[src/rtl/ringbuffer_pkg.sv]
// Shared ring-buffer constants and sizing helpers.
// Also used by the capture FIFO and the host readout.
package ringbuffer_pkg;

    localparam bit POLICY_DROP      = 1'b0;
    localparam bit POLICY_OVERWRITE = 1'b1;

    function automatic int depth_of(input int bits);
        return 1 << bits;
    endfunction

    // Occupancy runs 0..DEPTH inclusive, so one bit wider than an address.
    function automatic int count_width(input int bits);
        return bits + 1;
    endfunction

endpackage

[src/rtl/sat_counter.sv]
// Saturating event counter with a clear.
// A clear and an event in the same cycle leave the count at one.
module sat_counter #(
    parameter int W = 16
) (
    input  logic         clk,
    input  logic         reset,
    input  logic         inc,
    input  logic         clr,
    output logic [W-1:0] value
);

    always_ff @(posedge clk) begin
        if (reset) begin
            value <= '0;
        end else if (clr) begin
            value <= {{(W-1){1'b0}}, inc};
        end else if (inc && value != '1) begin
            value <= value + 1'b1;
        end
    end

endmodule

[src/rtl/ringbuffer_ctrl.sv]
// Pointer and occupancy controller for a power-of-two ring buffer.
// Drop-newest or overwrite-oldest when full; sticky errors and drop count.
import ringbuffer_pkg::*;

module ringbuffer_ctrl #(
    parameter int BITS      = 5,
    parameter bit OVERWRITE = POLICY_DROP,
    parameter int AF_THRESH = 28,
    parameter int AE_THRESH = 4,
    parameter int DROP_W    = 16
) (
    input  logic              clk,
    input  logic              reset,
    input  logic              write_req,
    input  logic              read_req,
    input  logic              flush,
    input  logic              clear_status,
    output logic              write_accept,
    output logic              read_accept,
    output logic [BITS-1:0]   write_addr,
    output logic [BITS-1:0]   read_addr,
    output logic [BITS:0]     count,
    output logic              empty,
    output logic              full,
    output logic              almost_full,
    output logic              almost_empty,
    output logic              overflow,
    output logic              underflow,
    output logic [DROP_W-1:0] drop_count
);

    localparam int DEPTH = depth_of(BITS);
    localparam int CW    = count_width(BITS);

    logic            live;
    logic            ovw_full;
    logic            rd_adv;
    logic            drop_evt;
    logic            under_evt;
    logic [BITS-1:0] wa_n;
    logic [BITS-1:0] ra_n;
    logic [CW-1:0]   cnt_n;

    assign live         = ~reset & ~flush;
    assign read_accept  = live & read_req & ~empty;
    assign write_accept = live & write_req & (~full | OVERWRITE);

    // Overwrite while full with no read: the oldest entry is pushed out.
    assign ovw_full  = write_accept & full & ~read_accept;
    assign rd_adv    = read_accept | ovw_full;
    assign drop_evt  = live & write_req & full
                     & ~(OVERWRITE & read_accept);
    assign under_evt = live & read_req & empty;

    always_comb begin
        wa_n  = write_addr + BITS'(write_accept);
        ra_n  = read_addr + BITS'(rd_adv);
        cnt_n = count;
        unique case ({write_accept, rd_adv})
            2'b10:   cnt_n = count + 1'b1;
            2'b01:   cnt_n = count - 1'b1;
            default: cnt_n = count;
        endcase
        if (flush) begin
            wa_n  = '0;
            ra_n  = '0;
            cnt_n = '0;
        end
    end

    always_ff @(posedge clk) begin
        if (reset) begin
            write_addr   <= '0;
            read_addr    <= '0;
            count        <= '0;
            empty        <= 1'b1;
            full         <= 1'b0;
            almost_full  <= 1'b0;
            almost_empty <= 1'b1;
            overflow     <= 1'b0;
            underflow    <= 1'b0;
        end else begin
            write_addr   <= wa_n;
            read_addr    <= ra_n;
            count        <= cnt_n;
            empty        <= (cnt_n == '0);
            full         <= (cnt_n == CW'(DEPTH));
            almost_full  <= (cnt_n >= CW'(AF_THRESH));
            almost_empty <= (cnt_n <= CW'(AE_THRESH));
            overflow     <= (overflow & ~clear_status) | drop_evt;
            underflow    <= (underflow & ~clear_status) | under_evt;
        end
    end

    sat_counter #(.W(DROP_W)) u_drops (
        .clk   (clk),
        .reset (reset),
        .inc   (drop_evt),
        .clr   (clear_status),
        .value (drop_count)
    );

endmodule
[config.mk]
export PLATFORM = sky130hd
export DESIGN_NAME = ringbuffer_ctrl
export DESIGN_NICKNAME = d
export VERILOG_FILES = /design/src/rtl/ringbuffer_pkg.sv /design/src/rtl/sat_counter.sv /design/src/rtl/ringbuffer_ctrl.sv
export SDC_FILE = /design/constraint.sdc
export NUM_CORES = 1
export LEC_CHECK = 0
export BUFFER_PORTS_ARGS = -buffer_cell sky130_fd_sc_hd__clkbuf_2
export CORE_MARGIN = 8
export CORE_UTILIZATION = 53
export DETAILED_ROUTE_END_ITERATION = 8
export HOLD_SLACK_MARGIN = 0.02
export PLACE_DENSITY = 0.81
export SETUP_SLACK_MARGIN = 0.2
export SYNTH_ARGS = -nofsm -noshare
export SYNTH_HDL_FRONTEND = slang
export SYNTH_SLANG_ARGS = --single-unit
[constraint.sdc]
create_clock -name clk -period 3.6 [get_ports clk]
set_input_delay 0.72 -clock clk [delete_from_list [all_inputs] [get_ports clk]]
set_output_delay 0.72 -clock clk [all_outputs]
set_load 0.01 [all_outputs]
# Word level (Yosys, flattened, before mapping)
# Index checks and enable logic that the tools add are counted.
classes:
  n_addsub: 5
  n_lt_le_gt_ge: 2
  eq_ne: 4
  n_reduce_logical: 5
  mux: 4
  n_bitwise: 20
ops:
  columns: ["cell", "count"]
  rows:
  - ["16-bit by 1-bit adder with 16-bit output, second input constant", 1]
  - ["16-bit != test, second input constant", 1]
  - ["6-bit case mux with 2 select lines", 1]
  - ["1-bit bitwise AND", 11]
  - ["5-bit by 1-bit adder with 5-bit output", 2]
  - ["6-bit by 1-bit adder with 6-bit output, second input constant", 1]
  - ["6-bit equality test, second input constant", 1]
  - ["6-bit by 5-bit >= comparator with 1-bit output, second input constant", 1]
  - ["6-bit by 3-bit less-or-equal comparator with 1-bit output, second input constant", 1]
  - ["6-bit logical NOT", 1]
  - ["6-bit two-way mux", 1]
  - ["1-bit NOT", 6]
  - ["6-bit by 1-bit subtractor with 6-bit output, second input constant", 1]
  - ["2-bit OR reduction", 2]
  - ["1-bit bitwise OR", 3]
  - ["2-bit by 1-bit equality test with 1-bit output, second input constant", 1]
  - ["2-bit equality test, second input constant", 1]
  - ["1-bit two-way mux", 2]
  - ["2-bit nonzero test", 1]
  - ["1-bit logical AND", 1]
word_totals:
  elab_cells: 51
  register_bits: 38
  in_bits: 6
  output_inout_bits: 40

# Longest topological paths before layout
depth:
  depth_word: 11
  mapped_depth: 14
  mapped_depth_nobuf: 12

# By module
# A second synthesis with hierarchy kept.
hier_totals:
  cells_unflattened: 229
  hier_area_um2: 2028.2
modules_own_cells:
  columns: ["module", "cells_per_inst", "n_inst", "seq_area_each_um2", "area_per_inst_um2"]
  rows:
  - ["ringbuffer_ctrl", 136, 1, 440.4, 1217.4]
  - ["sat_counter", 93, 1, 320.3, 810.8]

# Worst setup path after synthesis
# Ideal clock, no wire load.
synth_timing:
  path_type: "input to register"
  startpoint: "input port flush"
  endpoint: "register almost_full"
  slack_ps: 259
  arrival_time_ps: 3275
  path_stages: 14
  n_path_buf: 2
  setup_ps: 66
  t_required_ps: 3534
  path_cell_list: "nor2_1 > clkbuf_1 > nand2_1 > nor2_1 > inv_1 > ha_1 > buf_6 > xor2_1 > ha_1 > a211o_2 > nand2_1 > or4_4 > a221o_1 > a21oi_2"
synth_via:
  elab_chain_cells: 11
  elab_cells_between_ends: 15
  classes_between: "1 x order compare; 2 x eq/ne; 2 x mux; 10 x bitwise"
synth_rtl:
  columns: ["element", "line_no", "source"]
  rows:
  - ["from (decl)", "ringbuffer_ctrl.sv:16", "input logic flush,"]
  - ["1-bit NOT (*)", "ringbuffer_ctrl.sv:44", "assign live = ~reset & ~flush;"]
  - ["1-bit bitwise AND (*)", "ringbuffer_ctrl.sv:44", null]
  - ["1-bit bitwise AND (*) (2 in a row)", "ringbuffer_ctrl.sv:46", "assign write_accept = live & write_req & (~full | OVERWRITE);"]
  - ["named net write_accept", "ringbuffer_ctrl.sv:18", "output logic write_accept,"]
  - ["1-bit bitwise AND (2 in a row)", "ringbuffer_ctrl.sv:49", "assign ovw_full = write_accept & full & ~read_accept;"]
  - ["1-bit bitwise OR", "ringbuffer_ctrl.sv:50", "assign rd_adv = read_accept | ovw_full;"]
  - ["2-bit by 1-bit equality test with 1-bit output / 2-bit equality test (equally long branches)", "ringbuffer_ctrl.sv:59", "unique case ({write_accept, rd_adv})"]
  - ["6-bit case mux with 2 select lines (*)", "ringbuffer_ctrl.sv:59", null]
  - ["6-bit two-way mux (*)", "ringbuffer_ctrl.sv:64", "if (flush) begin"]
  - ["6-bit by 5-bit >= comparator with 1-bit output (*)", "ringbuffer_ctrl.sv:88", "almost_full <= (cnt_n >= CW'(AF_THRESH));"]
  - ["to (signal assigned)", "ringbuffer_ctrl.sv:88", null]
  - ["to (decl)", "ringbuffer_ctrl.sv:25", "output logic almost_full,"]
# Mark *: on every way through the listed nets, which the timed path passes. The rest lies on a longest branch.
# A chain may end at the register's enable or synchronous reset.

# Worst setup path in the final report
layout_timing:
  startpoint: "input port reset"
  endpoint: "register almost_full"
layout_via:
  elab_chain_cells: 11
  elab_cells_between_ends: 15
  classes_between: "1 x order compare; 2 x eq/ne; 2 x mux; 10 x bitwise"
layout_rtl:
  columns: ["element", "line_no", "source"]
  rows:
  - ["from (decl)", "ringbuffer_ctrl.sv:13", "input logic reset,"]
  - ["1-bit NOT", "ringbuffer_ctrl.sv:44", null]
  - ["1-bit bitwise AND", "ringbuffer_ctrl.sv:44", null]
  - ["1-bit bitwise AND (on tied branches) (2 in a row)", "ringbuffer_ctrl.sv:46, ringbuffer_ctrl.sv:45", null]
  - ["1-bit bitwise AND / 1-bit NOT (equally long branches)", "ringbuffer_ctrl.sv:49", null]
  - ["1-bit bitwise AND", "ringbuffer_ctrl.sv:49", null]
  - ["1-bit bitwise OR", "ringbuffer_ctrl.sv:50", null]
  - ["2-bit by 1-bit equality test with 1-bit output / 2-bit equality test (equally long branches)", "ringbuffer_ctrl.sv:59", null]
  - ["6-bit case mux with 2 select lines", "ringbuffer_ctrl.sv:59", null]
  - ["6-bit two-way mux", "ringbuffer_ctrl.sv:64", null]
  - ["6-bit by 5-bit >= comparator with 1-bit output", "ringbuffer_ctrl.sv:88", null]
# Several ways; a longest one is shown, not always the timed one.

==> run summary <==
Final Hold Viols -> 0
Residual DRC -> 0
#FFs+latches synth -> 38
Detail Route Antenna Nets -> 0
FMAX -> 327 MHz
syn nets -> 236
EDFF count, synth -> 0
Worst Hold End -> overflow$_SDFF_PP0_
hold path depth -> 2
Final HPWL DP -> 3270 um
Critical Path End Type -> flip-flop
die area -> 0.00582 mm^2
Final Max Slew Viols -> 0
skew final -> 0.00533 ns
WL final -> 4320 um
Hold Startpoint -> overflow$_SDFF_PP0_
initial core utilization -> 0.539
Chip Width -> 76.3 um
# rows -> 22
Max FO, Critical Path -> 6
R2R Path End -> almost_full$_SDFF_PP0_
Netlist cell types -> 49
layout cells sized above 1 -> 0.240
commonest non-fill, non-tap cell in the layout -> clkbuf_2
Port Buf Inserts -> 45
r2r setup slk -> 1.06 ns
FF-to-FF Start -> full$_SDFF_PP0_
area of the multi-input gates -> 0.00108 mm^2
ys flop type -> dfxtp_1
Sink Count -> 38
Chip Height -> 76.3 um
Routability Congestion -> 0.844
Worst EP required -> 3.89 ns
Avg Cell Area, Syn -> 8.69 um^2
nets@finish -> 280
commonest non-fill, non-tap cells in the layout -> clkbuf_2 (45), dfxtp_1 (38), nor2_1 (35)
worst vdd ir -> 0.222 mV
P_leak -> 0.950 nW
Tot GR Track Use -> 0.153
post-synthesis cell count -> 222
cell count of the worst reg-to-reg path -> 10
Design Area, Final -> 0.00228 mm^2
worst path arrival time -> 3.35 ns
Core ar. -> 0.00358 mm^2
vias per cell -> 5.50
PwrDens -> 365 mW/mm^2
unrepaired setup endpoints after global routing -> false
CTS resizes -> 0
Root Driver -> clkbuf_4
H-tree levels -> 2
CTS tree -> done
postcts setup bufs -> 0
overflow left after global routing -> 0
first-pass GRT wire length -> 7530 um
drt first pass iters -> 4
maxcap violations -> 0
Reg clk slew, reported paths -> 0.12 ns
Layout fillers -> 340
area grow syn2layout -> 18.2%
CP Class -> in2reg
Fin Setup TNS -> 0 ns
Placed Area -> 0.00217 mm^2
sequential area share after synthesis -> 0.395
hold buffer count at CTS -> 0
Worst setup SP type -> primary input
antenna violations before repair -> 0
Cell Area, Synth -> 0.00193 mm^2
num ports -> 46
status -> completed
DR WL/cell -> 13.7 um
Num CTS Buffers -> 5
# diodes -> 0
worst-margin pin slew -> 0.540 ns
largest net degree at the start of global routing -> 16
Final Critical Period -> 3.06 ns
clk_lat worst skew -> 0.34 ns
Slew HR -> 0.637
min-delay worst type -> reg2reg
number of global-route vias before repair -> 1690
Reg area -> 761 um^2
final worst-path cycle share -> 0.850
Synthesis Warnings -> 0
clk buf depth -> 2
via count -> 1731
DR iter-0 viols -> 104
FFs w/ async S/R, synth -> 0
final setup fails -> 0
[synth_stat cells (all sizes together) (2+ instances only)]
| library cell | count | area, um^2 |
|---|---|---|
| dfxtp | 38 | 761 |
| nor2 | 36 | 138 |
| nand3 | 14 | 70.1 |
| nand2 | 13 | 48.8 |
| xor2 | 12 | 105 |
| xnor2 | 11 | 96.3 |
| a21oi | 9 | 48.8 |
| ha | 8 | 100 |
| clkbuf | 6 | 22.5 |
| inv | 6 | 22.5 |
| and2 | 5 | 31.3 |
| nor4 | 5 | 31.3 |
| o21ai | 5 | 25.0 |
| buf | 4 | 37.5 |
| nand4 | 4 | 25.0 |
| nor3 | 4 | 20.0 |
| o31ai | 4 | 30.0 |
| and3 | 3 | 18.8 |
| or2 | 3 | 18.8 |
| or4 | 3 | 26.3 |
| a2111oi | 2 | 17.5 |
| a211o | 2 | 18.8 |
| a41oi | 2 | 17.5 |
| and3b | 2 | 17.5 |
| mux2i | 2 | 20.0 |
| nand2b | 2 | 12.5 |
[critical path: stages]
cell and delay (ns):
clkbuf_2 0.11, nor2_1 0.30, nand2_1 0.11, nor2_1 0.21, inv_1 0.11, ha_1 0.23, xor2_1 0.17, ha_1 0.21
a211o_2 0.13, nand2_1 0.06, or4_4 0.52, a221o_1 0.35, a21oi_2 0.12
[cell families (layout without fill, tap and decap cells)]
group                    Yosys count  in the layout  share of synthesized area
multiplexers                       2              2                     0.0104
AND/OR/NAND/NOR                  100            100                      0.264
adder cells (fa/ha/maj)            8              8                     0.0519
flip-flops                        38             38                      0.395
AO/OA/AOI/OAI                     35             35                      0.132
buffers and inverters             16             61                     0.0428
XOR/XNOR                          23             23                      0.104
[routing by layer]
| metal | vias up | wire [um] | GRT usage |
|---|---|---|---|
| met1 | 815 | 1950 | 0.172 |
| met2 | 41 | 2070 | 0.249 |
| met5 | - | 0 | 0 |
| li1 | 873 | - | - |
| met3 | 2 | 272 | 0.0649 |
| met4 | 0 | 27 | 0.0615 |
[worst max path at each step]
stage	from	to	slack, ns
floorplan	flush	almost_full$_SDFF_PP0_	0.26
global placement	reset	almost_full$_SDFF_PP0_	0.35
detailed placement	reset	full$_SDFF_PP0_	0.21
CTS	reset	almost_full$_SDFF_PP0_	0.58
global route	reset	full$_SDFF_PP0_	0.36
finish	reset	almost_full$_SDFF_PP0_	0.54
[where the power goes]
part | leakage (nW) | switching [mW] | internal (mW)
sequential | 0.307 | 0.00258 | 0.422
clock | 0.0585 | 0.143 | 0.235
combinational | 0.585 | 0.0183 | 0.0107
[state kept, by name (all words and copies together), names as in the netlist]
signal	flops
underflow	1
full	1
almost_empty	1
u_drops.value	16
count	6
read_addr	5
overflow	1
write_addr	5
empty	1
almost_full	1
[final cells by class]
cell class | count | share of cell area
inverter | 6 | 0.00988
tap | 48 | 0.0263
clock inverter | 2 | 0.0263
timing repair buffer | 47 | 0.105
sequential | 38 | 0.334
multi-input combinational | 168 | 0.476
clock buffer | 6 | 0.0225
[per-stage QoR]
stage	setup slack (ns)	power (mW)	cells	util	hold WS (ns)
2_1_floorplan	0.259	0.452	222	-	0.467
3_3_place_gp	0.347	0.463	307	0.606	0.431
3_5_place_dp	0.212	0.464	307	0.606	0.437
4_1_cts	0.578	0.844	315	0.637	0.454
5_1_grt	0.362	0.859	315	0.637	0.483
6_report	0.541	0.832	315	0.637	0.451
Note: power is estimated with default switching activity, not from simulation.
